### config.mk
export PLATFORM = sky130hd
export DESIGN_NAME = posit_sqrt_encoder
export DESIGN_NICKNAME = d
export VERILOG_FILES = /design/src/rtl/posit_sqrt_encoder.sv
export SDC_FILE = /design/constraint.sdc
export NUM_CORES = 1
export LEC_CHECK = 0
export BUFFER_PORTS_ARGS = -buffer_cell sky130_fd_sc_hd__buf_2
export CAP_MARGIN = 5
export CORE_ASPECT_RATIO = 1.25
export CORE_MARGIN = 3
export CORE_UTILIZATION = 50
export DETAILED_ROUTE_END_ITERATION = 8
export PLACE_DENSITY = 0.81
export RECOVER_POWER = 50
export SLEW_MARGIN = 0
export SYNTH_ARGS = -nofsm -noshare
export SYNTH_HDL_FRONTEND = slang
export SYNTH_SLANG_ARGS = --single-unit
### constraint.sdc
create_clock -name clk_i -period 4.5 [get_ports clk_i]
set_clock_uncertainty 0.1 [all_clocks]
set_input_delay 0.675 -clock clk_i [delete_from_list [all_inputs] [get_ports clk_i]]
set_output_delay 0.675 -clock clk_i [all_outputs]
set_load 0.02 [all_outputs]
### src/rtl/posit_sqrt_encoder.sv
// Posit packer for the sqrt path: regime-encodes decoded fields, rounds to nearest-even,
// saturates and negates into an N-bit posit through a two-stage valid/ready pipeline.

typedef enum logic [1:0] {
    POSIT32 = 2'd0,
    POSIT16 = 2'd1,
    POSIT8  = 2'd2
} posit_format_e;

function automatic int posit_width(posit_format_e f);
    case (f)
        POSIT16: return 16;
        POSIT8:  return 8;
        default: return 32;
    endcase
endfunction

function automatic int exp_bits(posit_format_e f);
    case (f)
        default: return 2;
    endcase
endfunction

// Handshake: a beat moves across any boundary only when valid and ready are both high
// on the same clk_i edge; valid must not depend on ready, and a stalled output holds.
module posit_sqrt_encoder #(
    parameter posit_format_e pFormat = posit_format_e'(0)
) (
    input  logic                                  clk_i,
    input  logic                                  rst_i,
    input  logic                                  in_valid_i,
    output logic                                  in_ready_o,
    input  logic                                  sign_i,
    input  logic                                  zero_i,
    input  logic                                  nar_i,
    input  logic                                  sign_exp_i,
    input  logic [$clog2(posit_width(pFormat))+4:0] regime_i,
    input  logic [exp_bits(pFormat)-1:0]          exp_i,
    input  logic [2*posit_width(pFormat)-1:0]     mant_i,
    output logic                                  out_valid_o,
    input  logic                                  out_ready_i,
    output logic [posit_width(pFormat)-1:0]       posit_o
);
    localparam int N  = posit_width(pFormat);
    localparam int ES = exp_bits(pFormat);
    localparam int RS = $clog2(N);
    localparam int WB = ES + 2*N;      // terminator + exponent + fraction
    localparam int W  = N - 1 + WB;    // room for the longest regime run

    logic s1_en, s2_en;
    logic s1_valid;
    logic [N-2:0] s1_body;
    logic s1_guard, s1_sticky, s1_sign, s1_zero, s1_nar;

    logic unused_hidden;
    assign unused_hidden = mant_i[2*N-1];

    assign s2_en      = !out_valid_o || out_ready_i;
    assign s1_en      = !s1_valid || s2_en;
    assign in_ready_o = s1_en;

    logic [RS+4:0] r_clamp;
    logic [W-1:0]  run_mask, shifted, full;
    logic [N-2:0]  body;
    logic          guard, sticky;

    // Right-shifting the terminator+tail by R leaves exactly R run bits on top.
    always_comb begin
        r_clamp  = (regime_i > (RS+5)'(N-1)) ? (RS+5)'(N-1) : regime_i;
        run_mask = ~({W{1'b1}} >> r_clamp);
        shifted  = {sign_exp_i, exp_i, mant_i[2*N-2:0], {(N-1){1'b0}}} >> r_clamp;
        full     = sign_exp_i ? shifted : (shifted | run_mask);
        body     = full[W-1 -: N-1];
        guard    = full[W-N];
        sticky   = |full[W-N-1:0];
    end

    always_ff @(posedge clk_i) begin
        if (in_valid_i && in_ready_o) begin
            s1_body   <= body;
            s1_guard  <= guard;
            s1_sticky <= sticky;
            s1_sign   <= sign_i;
            s1_zero   <= zero_i;
            s1_nar    <= nar_i;
        end
    end

    logic [N-2:0] rounded;
    logic [N-1:0] packed_res, result;

    // All-ones body is maxpos and must not carry into the sign bit; zero becomes minpos.
    always_comb begin
        rounded = s1_body;
        if (!(&s1_body))
            rounded = s1_body + (N-1)'(s1_guard & (s1_sticky | s1_body[0]));
        if (rounded == '0)
            rounded = (N-1)'(1);
        packed_res = {1'b0, rounded};
        result     = s1_sign ? (~packed_res + N'(1)) : packed_res;
        if (s1_nar)
            result = {1'b1, {(N-1){1'b0}}};
        else if (s1_zero)
            result = '0;
    end

    always_ff @(posedge clk_i) begin
        if (rst_i) begin
            s1_valid    <= 1'b0;
            out_valid_o <= 1'b0;
            posit_o     <= '0;
        end else begin
            if (s1_en)
                s1_valid <= in_valid_i;
            if (s2_en) begin
                out_valid_o <= s1_valid;
                if (s1_valid)
                    posit_o <= result;
            end
        end
    end
endmodule

======== Yosys cells after proc, flatten, opt, wreduce, memory -nomap -nowiden ========
Cells that the tools add are included.
operators by class
  multiplexer cells ....................... 7
  bitwise gates (word level) .............. 5
  shift operators ......................... 2
  reductions and logical operators ........ 9
  magnitude comparators ................... 1
  $add $sub $neg .......................... 2
operator list
  cell                    count
  $mux 97                 1
  $not 97->97             1
  $or 97x97->97           1
  $shr 97x10->97          1
  $shr 97x10->97 const A  1
  $mux 32                 3
  $reduce_or 65->1        1
  $mux 31                 2
  $add 32x1->32 const B   1
  $not 31->32             1
  $add 31x1->31           1
  $logic_not 31->1        1
  $reduce_and 31->1       1
  $gt 10x5->1 const B     1
  $mux 10                 1
  $logic_not 1->1         2
  $logic_or 1x1->1        2
  $reduce_and 2->1        1
  $and 1x1->1             1
  $logic_and 1x1->1       1
  $or 1x1->1              1
word-level totals
  input bits .............................. 84
  bits in registers ....................... 70
  output and inout bits ................... 34

======== Logic depth before layout (Yosys ltp) ========
  word-level depth ........................ 11
  gate-level depth with buffers ........... 20
  gate-level depth less buffers ........... 17

======== Worst setup path after synthesis ========
Ideal clock, no wire load.
  path kind ............................... register -> register
  from .................................... register s1_body[0]
  to ...................................... register posit_o[16]
  stages on the path, launching flop included .. 21
  buffers on the path ..................... 3
  library setup time ...................... 0.128 ns
  path slack .............................. -0.051 ns
  arrival time ............................ 4.323 ns
  clock period less this slack ............ 4.551 ns
  cells stage by stage .................... edfxtp_1 > o21a_1 > ha_1 > ha_1 > and3_1 > clkbuf_1 > nand3_1 > a211oi_1 > xnor2_2 > nand4_1 > or4_4 > nor4_4 > buf_6 > nor3_1 > ha_1 > and2_1 > clkbuf_1 > a41oi_1 > xnor2_1 > a22oi_1 > nor2_1
on the way
  cells in the longest elaborated chain, start to end .. 11
  elaborated cells between the ends (all ways) .. 12
ends and longest elaborated chain
  what                    RTL line  RTL
  start, declared         52        logic [N-2:0] s1_body;
  start signal, assigned  80        s1_body <= body;
  $or 1x1->1              96        rounded = s1_body + (N-1)'(s1_guard & (s1_sticky | s1_body[0]));
  $and 1x1->1             96
  $add 31x1->31           96
  $mux 31 *               95        if (!(&s1_body))
  $logic_not 31->1        97        if (rounded == '0)
  $mux 31 *               97
  $not 31->32             100       result = s1_sign ? (~packed_res + N'(1)) : packed_res;
  $add 32x1->32           100
  $mux 32 *               100
  $mux 32 *               103       else if (s1_zero)
  $mux 32 *               101       if (s1_nar)
  end signal, assigned    118       posit_o <= result;
  end, declared           42        output logic [posit_width(pFormat)-1:0] posit_o
Mark *: on every way between the ends. The rest lies on a longest branch, timed or not.
A chain may end at the register's enable or synchronous reset.

======== Worst setup path after layout ========
Ends and elaborated chain as after synthesis.

==> results.tsv <==
metric	value	unit
clock power share	0.427	
clock buffer depth	2	
Routed WL	21270	um
# H-tree levels	3	
final cycle utilization of the critical path	0.9375	
Hold Vio Cnt, Final	0	
y dimension of the die	137.6	um
first-pass GRT wire length	33400	um
Worst-Margin Slew	1753	ps
Hold Buf Count CTS	0	
combinational power share	0.201	
Detailed Routing Iterations Pass 1	5	
Synth Instances	884	
Worst setup EP type	register	
die area	15310	sq um
Crit Path Max Fanout	8	
drt wl/cell	17.96	um
Min-Delay Path Depth	2	
worst vdd ir	0.2051	mV
CTS buffer count	9	
setup TNS	0	ps
max cap viols	1	
status	finished, violations left	
gpl congestion	1.020	
half-perimeter wire length after placement	17180	um
vias	7400	
PortBufs	116	
Synth Register Bits	70	
syn_area_per_cell	7.834	sq um
Startpoint Class	register	
Placement Cell Area	7921	sq um
Net Sw Power	0.5166	mW
min-delay worst type	reg -> reg	
Core Area	13410	sq um
top_reg_cell synth	edfxtp_1	
Buf/Inv on CP	0	
Final Util	0.6167	
Final Setup Violations	0	
crit-path cells	o21a_1, ha_1, ha_1, nand3_1, nor2_2, nand4_1, o21a_1, nor4_1, nand4_1, nor4_4, nor3_1, ha_1, and2_1, a41oi_1, xnor2_1, a22oi_1, nor2_1	
post-route ant nets	0	
row count	47	
WP data required	4630	ps
Post-Place Setup Slack	30.95	ps
area delta synth->final	19.40	%
total track usage	0.2706	
Worst-Skew Late Latency	340	ps
Pwr Total	1.974	mW
CTS tree	done	
most frequent CP cell	ha_1	
commonest non-fill, non-tap cell in the layout	nand2_1	
achievable clock frequency	237.0	MHz
IO Pins	118	
GR Util met3	0.03120	
R2R depth	17	
FILL cells	1243	
CP Depth	17	
Final min period	4219	ps
Syn Nets	971	
layout cells sized above 1	0.2083	
clock root buffer master	clkbuf_16	
max incr delay on CP	370	ps
Post-synth EDFFs	36	
Overflow after GRT	0	
CP delay by family, top	simple AND/OR/NAND/NOR gates	
Ys Warns	0	
Post-layout nets	1095	
Post-CTS Setup Inserts	0	
kind of critical path	reg -> reg	
grt peak-use layer	met2	
slowest stage cell, crit path	edfxtp_1	
Vias/cell	6.250	
vias in the first global route	6799	
P_int	1.457	mW
# diodes	0	
Slew HR	-0.1686	
Slew Limit Fails	37	
Layout Cells excl Fill	1184	
switch share	0.2618	
antenna violations before repair	0	
Netlist cell types	74	
met1 usage	0.2842	
failing checks	max-capacitance violations, max-slew violations	
Reg power frac	0.372	
power density over the cells	238.7	nW/um^2
setup slack after layout	281.4	ps
design area	8269	sq um
most frequent cells in the layout	nand2_1, buf_2, nor2_1, mux2i_1, buf_4	
Critical Path AT	4350	ps
DR DRC count	0	
Initial DRC Count	544	
asr flop ratio synth	0	
dpl cells	1168	
largest net degree at the start of global routing	37	
Sink Count	70	
Die W	111.3	um
worst hold margin	345.3	ps
Cell Area, Synth	6925	sq um
post-synthesis sequential area ratio	0.2544	
P_leak	2.946	nW
Initial Utilization	0.5165	
clock-pin slew on the worst setup and hold paths	60	ps
met2 GRT Util	0.4879	
cells by family (layout without fill, tap and decap cells):
kind of cell	Yosys count	after routing	synth area share
buffers and inverters	77	206	0.05293
AOI/OAI and AO/OA	224	224	0.2127
and+or+nand+nor	372	372	0.2802
muxes	85	85	0.1252
DFF	70	70	0.2544
adders and majority gates	3	3	0.005421
xor gates and xnor gates	53	53	0.06920
power by group through the flow:
| stage | combinational (mW) | sequential, mW | clock [mW] |
|---|---|---|---|
| 2_1_floorplan | 0.245 | 0.743 | 0 |
| 3_3_place_gp | 0.387 | 0.744 | 0 |
| 3_5_place_dp | 0.392 | 0.745 | 0 |
| 4_1_cts | 0.394 | 0.732 | 0.853 |
| 5_1_grt | 0.434 | 0.737 | 0.885 |
| 6_report | 0.397 | 0.734 | 0.842 |
registers in the layout, summed over array words and instances (netlist names):
| register | flops |
|---|---|
| s1_nar | 1 |
| out_valid_o | 1 |
| s1_valid | 1 |
| s1_sign | 1 |
| posit_o | 32 |
| s1_sticky | 1 |
| s1_body | 31 |
| s1_guard | 1 |
| s1_zero | 1 |
cell usage after synthesis (14+ instances only):
master | n | area share
a21oi_1 | 52 | 0.038
a22oi_1 | 14 | 0.015
clkbuf_1 | 42 | 0.023
dfxtp_1 | 34 | 0.098
edfxtp_1 | 36 | 0.16
mux2i_1 | 72 | 0.10
nand2_1 | 103 | 0.056
nand3_1 | 32 | 0.023
nand4_1 | 22 | 0.020
nor2_1 | 79 | 0.043
nor3_1 | 32 | 0.023
nor4_1 | 17 | 0.015
o21ai_0 | 45 | 0.033
o31ai_1 | 16 | 0.017
or3_1 | 14 | 0.013
xnor2_1 | 32 | 0.040
xor2_1 | 19 | 0.024
cell type report:
class / count / area [sq um] / area share
Clock buffer: 11 / 264.0 / 0.03193
Clock inverter: 5 / 101.3 / 0.01226
Inverter: 8 / 30.03 / 0.003631
Multi-Input combinational cell: 737 / 4836 / 0.5848
Sequential cell: 70 / 1762 / 0.2130
Tap cell: 171 / 214.0 / 0.02587
Timing Repair Buffer: 182 / 1062 / 0.1285
worst register-to-register path, stage by stage (launching register included):
cell      delay (ps)
edfxtp_1         370
o21a_1           120
ha_1             210
ha_1             210
nand3_1          210
nor2_2           340
nand4_1          170
o21a_1           210
nor4_1           340
nand4_1          230
nor4_4           370
nor3_1           120
ha_1             210
and2_1           240
a41oi_1          300
xnor2_1          120
a22oi_1          160
nor2_1            70
routing by layer:
| metal | part of all wire | vias up |
|---|---|---|
| met2 | 0.49 | 360 |
| li1 | - | 3578 |
| met5 | 0 | - |
| met1 | 0.37 | 3353 |
| met3 | 0.061 | 109 |
| met4 | 0.084 | 0 |
repair_timing:
action,in CTS,in global routing
endpoints found under the setup margin,0,13
endpoints found under the hold margin,0,0
gates resized for setup,0,6
path summary, 6_finish.rpt:
check                                 start          end  slack (ps)
worst max register to register   s1_body[0]  posit_o[16]         280
worst min register to register  posit_o[19]  posit_o[19]         350
worst min-delay path            posit_o[19]  posit_o[19]         350
worst max-delay path             s1_body[0]  posit_o[16]         280
No activity file was read; power rests on OpenSTA's default activity.
